===== config.mk =====
export PLATFORM = sky130hd
export DESIGN_NAME = lsu_bus_ctrl
export DESIGN_NICKNAME = d
export VERILOG_FILES = /design/src/rtl/lsu_bus_ctrl.sv
export SDC_FILE = /design/constraint.sdc
export NUM_CORES = 1
export LEC_CHECK = 0
export BUFFER_PORTS_ARGS = -buffer_cell sky130_fd_sc_hd__buf_4
export CORE_UTILIZATION = 51
export CTS_CLUSTER_DIAMETER = 50
export DETAILED_ROUTE_END_ITERATION = 10
export GPL_TIMING_DRIVEN = 0
export HOLD_SLACK_MARGIN = 0.08
export PLACE_DENSITY = 0.86
export SYNTH_ARGS = -nofsm -noshare
export SYNTH_HDL_FRONTEND = slang
export SYNTH_SLANG_ARGS = --single-unit

===== constraint.sdc =====
create_clock -name clk -period 3.35 [get_ports clk]
set_input_delay 0.335 -clock clk [delete_from_list [all_inputs] [get_ports clk]]
set_output_delay 0.335 -clock clk [all_outputs]
set_load 0.02 [all_outputs]

===== src/rtl/lsu_bus_ctrl.sv =====
// lsu_bus_ctrl: load/store unit bus sequencer for a single-issue RV32I core.
//
// Takes one load or store request from the core, checks alignment, runs a
// single bus transfer on a simple valid/ready bus, and returns the formatted
// load result with a one-cycle done pulse. The core is stalled while the
// transfer is in flight.
//
// Ports:
//   clk, rst            clock, synchronous active-high reset
//   req_rd, req_wr      core load / store request (both high = store)
//   req_addr            byte address
//   req_wdata           unaligned store data
//   req_func3           RV32I load/store func3 (size and sign)
//   stall               core must hold PC and request
//   load_data           formatted load result, valid with done
//   done                one-cycle completion pulse
//   misaligned          one-cycle rejection pulse, no bus cycle issued
//   bus_err             one-cycle pulse with done on a timed-out access
//   bus_valid, bus_we   bus request and write enable
//   bus_addr            word address (bits [1:0] always zero)
//   bus_wdata, bus_be   lane-replicated store data and byte enables
//   bus_ready           slave accept/complete, qualified by bus_valid
//   bus_rdata           read word, valid in the bus_ready cycle
//
// Build option: define LSU_TIMEOUT_EN to abort a transfer after TIMEOUT_CYC
// bus cycles without bus_ready. Without it the controller waits forever and
// bus_err is tied low.

module lsu_bus_ctrl #(
  parameter int unsigned TIMEOUT_CYC = 16
) (
  input  logic        clk,
  input  logic        rst,
  input  logic        req_rd,
  input  logic        req_wr,
  input  logic [31:0] req_addr,
  input  logic [31:0] req_wdata,
  input  logic [2:0]  req_func3,
  output logic        stall,
  output logic [31:0] load_data,
  output logic        done,
  output logic        misaligned,
  output logic        bus_err,
  output logic        bus_valid,
  output logic        bus_we,
  output logic [31:0] bus_addr,
  output logic [31:0] bus_wdata,
  output logic [3:0]  bus_be,
  input  logic        bus_ready,
  input  logic [31:0] bus_rdata
);

  typedef enum logic [1:0] {StIdle, StBus, StDone} state_e;

  state_e      state_q, state_d;
  logic [31:0] addr_q, wdata_q, data_q;
  logic [3:0]  be_q;
  logic [2:0]  func3_q;
  logic        we_q, err_q;

  logic        req_any, req_misal, accept, capture, timeout_hit;
  logic [3:0]  be_d;
  logic [31:0] wdata_d, load_fmt;
  logic [7:0]  lane_b;
  logic [15:0] lane_h;

  assign req_any = req_rd | req_wr;

  // Alignment check on the incoming request; func3[1:0] 1x is a word access.
  always_comb begin
    case (req_func3[1:0])
      2'b00:   req_misal = 1'b0;
      2'b01:   req_misal = req_addr[0];
      default: req_misal = |req_addr[1:0];
    endcase
  end

  // Store lane steering: replicate the datum across all lanes, enable only the target bytes.
  always_comb begin
    be_d    = 4'b1111;
    wdata_d = req_wdata;
    case (req_func3[1:0])
      2'b00: begin
        be_d    = 4'b0001 << req_addr[1:0];
        wdata_d = {4{req_wdata[7:0]}};
      end
      2'b01: begin
        be_d    = 4'b0011 << {req_addr[1], 1'b0};
        wdata_d = {2{req_wdata[15:0]}};
      end
      default: ;
    endcase
  end

  // Load lane select and extension, from the address/func3 latched at accept.
  always_comb begin
    case (addr_q[1:0])
      2'b00:   lane_b = bus_rdata[7:0];
      2'b01:   lane_b = bus_rdata[15:8];
      2'b10:   lane_b = bus_rdata[23:16];
      default: lane_b = bus_rdata[31:24];
    endcase
    lane_h = addr_q[1] ? bus_rdata[31:16] : bus_rdata[15:0];
    case (func3_q[1:0])
      2'b00:   load_fmt = {{24{lane_b[7] & ~func3_q[2]}}, lane_b};
      2'b01:   load_fmt = {{16{lane_h[15] & ~func3_q[2]}}, lane_h};
      default: load_fmt = bus_rdata;
    endcase
    if (we_q) begin
      load_fmt = '0;
    end
  end

`ifdef LSU_TIMEOUT_EN
  localparam int unsigned CntW = $clog2(TIMEOUT_CYC + 1);

  logic [CntW-1:0] cnt_q;

  // Fires in the BUS cycle whose missing ready would bring the count to TIMEOUT_CYC;
  // a ready in that same cycle still completes normally.
  assign timeout_hit = (state_q == StBus) && !bus_ready &&
                       (cnt_q == CntW'(TIMEOUT_CYC - 1));

  always_ff @(posedge clk) begin
    if (rst) begin
      cnt_q <= '0;
    end else if (accept) begin
      cnt_q <= '0;
    end else if ((state_q == StBus) && !bus_ready) begin
      cnt_q <= cnt_q + 1'b1;
    end
  end
`else
  logic unused_timeout_cyc;
  assign unused_timeout_cyc = ^TIMEOUT_CYC;
  assign timeout_hit        = 1'b0;
`endif

  always_comb begin
    state_d    = state_q;
    accept     = 1'b0;
    capture    = 1'b0;
    misaligned = 1'b0;
    stall      = 1'b0;
    done       = 1'b0;
    case (state_q)
      StIdle: begin
        if (req_any) begin
          if (req_misal) begin
            misaligned = 1'b1;
          end else begin
            accept  = 1'b1;
            stall   = 1'b1;
            state_d = StBus;
          end
        end
      end
      StBus: begin
        stall = 1'b1;
        if (bus_ready) begin
          capture = 1'b1;
          state_d = StDone;
        end else if (timeout_hit) begin
          state_d = StDone;
        end
      end
      StDone: begin
        done    = 1'b1;
        state_d = StIdle;
      end
      default: state_d = StIdle;
    endcase
  end

  always_ff @(posedge clk) begin
    if (rst) begin
      state_q <= StIdle;
      addr_q  <= '0;
      wdata_q <= '0;
      be_q    <= '0;
      we_q    <= 1'b0;
      func3_q <= '0;
      data_q  <= '0;
      err_q   <= 1'b0;
    end else begin
      state_q <= state_d;
      if (accept) begin
        addr_q  <= req_addr;
        wdata_q <= wdata_d;
        be_q    <= be_d;
        we_q    <= req_wr;
        func3_q <= req_func3;
        err_q   <= 1'b0;
      end
      if (capture) begin
        data_q <= load_fmt;
      end else if (timeout_hit) begin
        data_q <= '0;
        err_q  <= 1'b1;
      end
    end
  end

  assign bus_valid = (state_q == StBus);
  assign bus_we    = bus_valid & we_q;
  assign bus_be    = bus_valid ? be_q : 4'b0000;
  assign bus_addr  = {addr_q[31:2], 2'b00};
  assign bus_wdata = wdata_q;
  assign load_data = data_q;
  assign bus_err   = (state_q == StDone) & err_q;

endmodule


==> results.cfg, run 1 <==
[timing]
fin_worst_skew_ns = 0.0148
max_freq_mhz = 464
post-route-min-period_ns = 2.15
worst_slack_ns = 1.20
period_share = 0.643
hold_viol = 0
setup_tns_ns = 0
drv_slew = 0
tightest_slew_ns = 0.678
setup_viol = 0
rsz0062_at_grt = no
max-slew-margin-rel = 0.548
whs_ns = 0.197

[critical_path]
slowest_delay_ns = 0.62
cp_data_required_time_ns = 3.01
path_delay_family = simple AND/OR/NAND/NOR gates
critPathMaxFanout = 10
critPathKind = input pin to output port
reg2reg_depth = 5
arrival_ns = 1.82
critical_path_buf_inv_count = 3
end_kind = output port
path_depth = 6
critPathLaunchType = input pin
crit_slowest_cell = nor2_1
path_cells = buf_4, buf_1, nor2_1, nor2_1, o21bai_1, buf_4
reg2reg_slack_ns = 1.29

[grt]
grt_pass1_vias = 5175
grt.met3_usage = 0.101
grt_usage = 0.320
grt_max_degree = 20
grt_use_met2 = 0.534
busiest_layer = met2
met1_usage = 0.370
grt_overflow_total = 0
antenna_found_initial = 0
grt_pass1_wl_um = 24900

[min_path]
worstHoldPathCells = 3
hold_path_class = input pin to flip-flop

[logic_synthesis]
seq_area_frac_synth = 0.438
yosys.area_share.simple = 0.165
synth_top_area_frac = 0.438
synth_commonest_cells = nand2_1 (143), dfxtp_1 (106), a21oi_1 (80)
synth_cells = 608
synth_compound_area_frac = 0.244
synth_top_family_by_area = compound AO/OA/AOI/OAI gates
yosysTopAreaCell = dfxtp_1
synth.most_common_cell = nand2_1
yosys_warnings = 0
muxShareOfSynthArea = 0.0535
async_flop_share = 0
synth_area_leaders = dfxtp_1 (44%), nand2_1 (11%), a21oi_1 (8.3%)
syn_area_um2 = 4840
ys_ff_latch = 106
synth_cell_types = 37
synth_edf_count = 0
synth_flop_cell = dfxtp_1
synth_adder_area_share = 0
synth-xor-area-share = 0
post_synth.cell_area_avg_um2 = 7.96

[routing]
wirelength_um = 15800
wire_per_inst_um = 16.5
drt_first_pass_iters = 5
postRouteAntennaNets = 0
drc_errors = 0
vias_per_cell = 5.49
vias = 5262
drt_iter0_markers = 237

[layout]
antenna_cells = 0
final_cells = 959
layout-drive-gt1-share = 0.318
syn_to_final_growth_pct = 39.4
layout.nets = 929

[clock_tree]
worstSkewPairLatency_ns = 0.38
ctsLongestPathBuffers = 2
root_buffer = clkbuf_8
path_clk_slew_ns = 0.12
htree_levels = 3
cts_resized = 0
cts_buffers = 9
cts_setup_buffers = 0
cts_tree = yes
cts_hold_buf = 0
cts_sinks = 106

[floorplan]
row_count = 35
dieArea_um2 = 9890
fp.dieW_um = 99.4
initial_core_util = 0.524
io_pins = 210
die_h_um = 99.4
core-area_um2 = 9240

[power]
finalPower_uw = 3000
leakagePower_uw = 0.00300
powerDensity_nw_per_um2 = 445
ir_drop_v = 0.000278

[place]
finalWeightedCongestion = 0.909
io_buffers = 204
place_hpwl_um = 12200
dp_cells = 943
dp_slack_ns = 1.12

[run]
maxCapViolations = 0

[status]
status = complete, no violations
[through the flow]
step,instance area [µm²],util
2_1_floorplan,4850,-
3_3_place_gp,6540,0.708
3_5_place_dp,6540,0.708
4_1_cts,6750,0.730
5_1_grt,6750,0.730
6_report,6750,0.730
[cells in the final DEF (no fill, tap or decap), drive strengths merged, types with 8 or more instances in the layout]
cell type,instances
a211oi,17
inv,15
a311oi,16
nand2,143
buf,242
nor3,8
o211ai,8
nor2,31
a21oi,80
clkbuf,53
dfxtp,106
mux2i,18
o21ai,31
[report_power, final]
part | switching, µW | internal [µW] | total, µW | leakage [µW]
sequential | 53.1 | 1350 | 1400 | 0.000867
clock | 472 | 365 | 837 | 0.000106
combinational | 433 | 331 | 764 | 0.00202
[final timing paths]
| kind | start | end |
|---|---|---|
| max | req_func3[0] | stall |
| min | req_addr[6] | addr_q[6]$_SDFFE_PP0P_ |
| max reg2reg | addr_q[1]$_SDFFE_PP0P_ | load_data[7]$_SDFFE_PP0P_ |
| min reg2reg | bus_wdata[29]$_SDFFE_PP0P_ | bus_wdata[29]$_SDFFE_PP0P_ |
[cells by family (layout without fill, tap and decap cells)]
group | Yosys count | after routing
flip-flops | 106 | 106
AO/OA/AOI/OAI | 185 | 185
AND/OR/NAND/NOR | 198 | 198
buffers and inverters | 93 | 313
other | 1 | 3
multiplexers | 25 | 25
[flip-flops by register name, summed over array words and instances, names as in the netlist]
name / cells
state_q: 2
load_data: 32
be_q: 4
bus_wdata: 32
addr_q: 32
we_q: 1
func3_q: 3
[final cells by class]
cell class | instances | area [µm²]
clock buffer | 10 | 128
fill | 721 | 2490
tap | 129 | 161
inverter | 12 | 45.0
timing repair buffer | 204 | 1530
sequential | 106 | 2120
multi-input combinational | 411 | 2250
buffer | 81 | 432
clock inverter | 6 | 78.8
[worst min-delay path, stage by stage]
cell and delay [ns]:
buf_4 0.11, nand2_1 0.04, a21oi_1 0.05
[layer usage]
metal  routed length [µm]  share of wire
met5                    0              0
met1                 5950           0.38
met4                  686          0.043
met3                 1650           0.10
met2                 7530           0.48
Power figures use the tool's default switching activity.
==> run 2: changes to the inputs <==
- CORE_UTILIZATION: 51 -> 43
- PLACE_DENSITY: 0.86 -> 0.77
- clock period: 3.35 -> 1.85 ns (I/O delays scaled with it)
==> results.cfg, run 2 (synthesis gave the netlist of run 1 again) <==
[routing]
vias_per_cell = 5.40
drt_iter0_markers = 334
drc_errors = 0
drt_first_pass_iters = 5
postRouteAntennaNets = 0
vias = 5443
wire_per_inst_um = 17.0
wirelength_um = 17200

[floorplan]
dieArea_um2 = 11700
core-area_um2 = 10900
fp.dieW_um = 108
initial_core_util = 0.445
row_count = 38
die_h_um = 108
io_pins = 210

[power]
finalPower_uw = 5830
switching_share = 0.298
ir_drop_v = 0.000425
pwr-share-clk = 0.310
p_sw_uw = 1740
combinationalPowerShare = 0.255
powerDensity_nw_per_um2 = 804
leakagePower_uw = 0.00324
p_seq_frac = 0.434
internal_power_uw = 4090

[grt]
grt_max_degree = 18
grt_overflow_total = 0
grt_pass1_wl_um = 26100
grt_usage = 0.291
grt_pass1_vias = 5278
antenna_found_initial = 0

[place]
io_buffers = 204
dp_cells = 954
finalWeightedCongestion = 0.894
dp_slack_ns = -0.285
place_hpwl_um = 12300

[layout]
fin_util = 0.666
antenna_cells = 0
final_common_cell = buf_4
layout-drive-gt1-share = 0.335
fillers = 869
syn_to_final_growth_pct = 49.8
final_cell_mix = buf_4 (240), nand2_1 (143), dfxtp_1 (105)
register_area_um2 = 2120
multi_input_area_um2 = 2270
layout.nets = 967
final_cells = 1008

[timing]
drv_slew = 0
hold_viol = 0
setup_viol = 0
post-route-min-period_ns = 1.75
worst_slack_ns = 0.0980
fin_worst_skew_ns = 0.00943
max_freq_mhz = 571
tightest_slew_ns = 0.684
rsz0062_at_grt = no
max-slew-margin-rel = 0.542
period_share = 0.947

[critical_path]
cp_data_required_time_ns = 2.09
path_delay_family = buffers and inverters
path_cells = clkbuf_1, inv_1, clkbuf_1, a311oi_1, o31ai_1
arrival_ns = 1.99
crit_slowest_cell = dfxtp_1
critPathMaxFanout = 10
critical_path_buf_inv_count = 3
end_kind = flip-flop
critPathLaunchType = flip-flop
critPathKind = flip-flop to flip-flop
slowest_delay_ns = 0.37
crit_top_cell = clkbuf_1

[clock_tree]
cts_sinks = 106
worstSkewPairLatency_ns = 0.37
root_buffer = clkbuf_8
path_clk_slew_ns = 0.10
htree_levels = 3
cts_buffers = 9
ctsLongestPathBuffers = 2
cts_tree = yes

[status]
status = complete, no violations

[run]
maxCapViolations = 0

[min_path]
hold_path_class = input pin to flip-flop
==> run 2: power groups by stage <==
| stage | logic, µW | clock network, µW | registers (µW) |
|---|---|---|---|
| after floorplan | 667 | 0 | 2670 |
| after global placement | 1340 | 0 | 2570 |
| after detailed placement | 1370 | 0 | 2580 |
| after CTS | 1450 | 1810 | 2530 |
| after global routing | 1590 | 1930 | 2550 |
| final | 1490 | 1810 | 2530 |
==> run 2: final cells by class <==
type                            count  share of cell area
Tap cell                          140              0.0241
Sequential cell                   106               0.293
Multi-Input combinational cell    411               0.313
Buffer                             79              0.0628
Clock buffer                       11              0.0209
Inverter                           12             0.00673
Timing Repair Buffer              244               0.265
Clock inverter                      5              0.0148
==> run 2: repair_timing <==
| item | 4_1_cts | 5_1_grt |
|---|---|---|
| setup buffers | 2 | 1 |
| endpoints found under the setup margin | 107 | 98 |
| hold buffers | 36 | 1 |
| pin swaps | 1 | 1 |
| hold endpoints to repair | 36 | 1 |
| resized for setup | 12 | 26 |
==> run 2: final timing paths <==
| check | start | to | slack, ns | cells after the start |
|---|---|---|---|---|
| setup reg to reg | func3_q[1]$_SDFFE_PP0P_ | load_data[3]$_SDFFE_PP0P_ | 0.1 | 5 |
| hold / removal | req_wdata[4] | bus_wdata[4]$_SDFFE_PP0P_ | 0.09 | 3 |
| hold reg to reg | load_data[27]$_SDFFE_PP0P_ | load_data[27]$_SDFFE_PP0P_ | 0.46 | 2 |
| setup / recovery | func3_q[1]$_SDFFE_PP0P_ | load_data[3]$_SDFFE_PP0P_ | 0.1 | 5 |
==> run 2: stage by stage <==
stage	setup TNS [ns]	hold slack (ns)	instance area (µm²)
finish	0	0.0945	7250
global route	0	0.0902	7250
CTS	0	0.0802	7210
detailed placement	-16.95	0.442	6560
global placement	-11.64	0.432	6560
floorplan	0	0.321	4850
==> run 2: worst min-delay path: cells and delay by family <==
| family | cells | cell delay [ns] |
|---|---|---|
| buffers and inverters | 1 | 0.14 |
| AND/OR/NAND/NOR | 1 | 0.06 |
| AO/OA/AOI/OAI | 1 | 0.05 |
==> run 2: layer usage <==
| metal | track usage | share of wire | vias up | wire length, µm |
|---|---|---|---|---|
| li1 | - | - | 2579 | - |
| met1 | 0.336 | 0.38 | 2517 | 6580 |
| met5 | 0 | 0 | - | 0 |
| met2 | 0.499 | 0.49 | 297 | 8350 |
| met4 | 0.130 | 0.033 | 0 | 575 |
| met3 | 0.0796 | 0.097 | 50 | 1670 |
==> run 3: changes to the inputs <==
- ABC_AREA: default -> 1
- CORE_UTILIZATION: 43 -> 44
- PLACE_DENSITY: 0.77 -> 0.78
==> results.cfg, run 3 <==
[routing]
drt_iter0_markers = 336
postRouteAntennaNets = 0
wirelength_um = 16200
vias_per_cell = 4.99
drc_errors = 0
drt_first_pass_iters = 5
vias = 5550
wire_per_inst_um = 14.6

[place]
place_hpwl_um = 11800
io_buffers = 206
finalWeightedCongestion = 0.903

[floorplan]
io_pins = 210
initial_core_util = 0.459
row_count = 38
die_h_um = 109
core-area_um2 = 11000
dieArea_um2 = 11900
fp.dieW_um = 109

[critical_path]
critical_path_buf_inv_count = 3
path_delay_family = simple AND/OR/NAND/NOR gates
cp_data_required_time_ns = 1.66
slowest_delay_ns = 0.35
crit_slowest_cell = dfxtp_1
arrival_ns = 1.53
end_kind = output port
critPathMaxFanout = 18
critPathLaunchType = flip-flop
path_cells = nor3_1, inv_1, nor2_2, inv_2, nand2_1, buf_4
critPathKind = flip-flop to output port

[layout]
antenna_cells = 0
final_cell_mix = buf_4 (245), nand2_1 (165), dfxtp_1 (106)
multi_input_area_um2 = 2290
syn_to_final_growth_pct = 46.3
fillers = 934
register_area_um2 = 2120
final_common_cell = buf_4
layout.nets = 1072
layout-drive-gt1-share = 0.323

[timing]
fin_worst_skew_ns = 0.00741
tightest_slew_ns = 0.650
max_freq_mhz = 583
setup_viol = 0
period_share = 0.927
hold_viol = 0
drv_slew = 0
whs_ns = 0.119
rsz0062_at_grt = no
max-slew-margin-rel = 0.566
setup_tns_ns = 0
post-route-min-period_ns = 1.71

[logic_synthesis]
muxShareOfSynthArea = 0
synth_top_family_by_area = simple AND/OR/NAND/NOR gates
ys_ff_latch = 106
synth_edf_count = 0
synth_cell_types = 25
synth_top_area_frac = 0.421
synth_area_leaders = dfxtp_1 (42%), nand2_1 (12%), a21oi_1 (9.0%)
post_synth.cell_area_avg_um2 = 7.01
synth-xor-area-share = 0
synth_flop_cell = dfxtp_1
synth_commonest_cells = nand2_1 (165), dfxtp_1 (106), nor2_1 (96)
synth_cells = 720
synth.most_common_cell = nand2_1
yosysTopAreaCell = dfxtp_1
synth_adder_area_share = 0
yosys.area_share.simple = 0.234
async_flop_share = 0
synth_compound_area_frac = 0.217
seq_area_frac_synth = 0.421
yosys_warnings = 0
syn_area_um2 = 5050

[clock_tree]
worstSkewPairLatency_ns = 0.34
path_clk_slew_ns = 0.07
root_buffer = clkbuf_16
cts_buffers = 9
cts_sinks = 106
ctsLongestPathBuffers = 2
htree_levels = 3
cts_tree = yes
cts_resized = 0
cts_setup_buffers = 0

[grt]
grt_pass1_wl_um = 25000
grt_usage = 0.272
grt_max_degree = 20
grt_overflow_total = 0
antenna_found_initial = 0
grt_pass1_vias = 5175

[power]
powerDensity_nw_per_um2 = 845
leakagePower_uw = 0.00351
ir_drop_v = 0.000488
finalPower_uw = 6240

[run]
maxCapViolations = 0

[status]
status = complete, no violations

[min_path]
hold_path_class = input pin to flip-flop
## run 3: final timing paths
kind	from	to	slack (ns)	cells after the start
hold / removal	req_wdata[5]	bus_wdata[5]$_SDFFE_PP0P_	0.12	3
setup reg to reg	state_q[1]$_SDFFE_PP0P_	addr_q[9]$_SDFFE_PP0P_	0.19	7
setup / recovery	state_q[1]$_SDFFE_PP0P_	stall	0.14	6
hold reg to reg	be_q[1]$_SDFFE_PP0P_	be_q[1]$_SDFFE_PP0P_	0.46	2
## run 3: worst register-to-register path, cell delays in order (launching register included)
cell      delay (ns)
dfxtp_1         0.41
nor3_1          0.08
inv_1           0.09
nor2_2          0.06
inv_2           0.23
clkbuf_1        0.40
nor2_1          0.14
nor2_1          0.17
## run 3: routing by layer
metal,wire [µm],global-route usage
met1,6750,0.329
met2,7520,0.456
met3,1640,0.0843
met4,339,0.0888
met5,0,0
## run 3: stage by stage
stage | util | area (µm²) | worst slack (ns) | std cells
6_report | 0.672 | 7380 | 0.136 | 1113
2_1_floorplan | - | 5050 | 0.433 | 722
5_1_grt | 0.672 | 7380 | 0.0216 | 1113
3_5_place_dp | 0.617 | 6780 | 0.179 | 1068
4_1_cts | 0.672 | 7380 | 0.128 | 1113
3_3_place_gp | 0.617 | 6780 | 0.194 | 1068
## run 3: timing repair
action | in CTS | in global routing
hold endpoints to repair | 30 | 0
setup endpoints to repair | 1 | 0
hold buffers | 30 | 0
## run 3: where the power goes
part	internal, µW	total, µW	switching [µW]
Sequential	2470	2570	99.3
Clock	1080	1990	913
Combinational	738	1680	944
## run 3: layout make-up
type | instances | share of cell area
Tap cell | 140 | 0.0237
Clock inverter | 7 | 0.0114
Timing Repair Buffer | 236 | 0.250
Clock buffer | 9 | 0.0305
Inverter | 44 | 0.0224
Buffer | 78 | 0.0642
Multi-Input combinational cell | 493 | 0.310
Sequential cell | 106 | 0.288
## run 3: logic make-up after synthesis
| kind of cell | after synthesis |
|---|---|
| AOI/OAI and AO/OA | 197 |
| and+or+nand+nor | 293 |
| DFF | 106 |
| other | 1 |
| buffers and inverters | 123 |
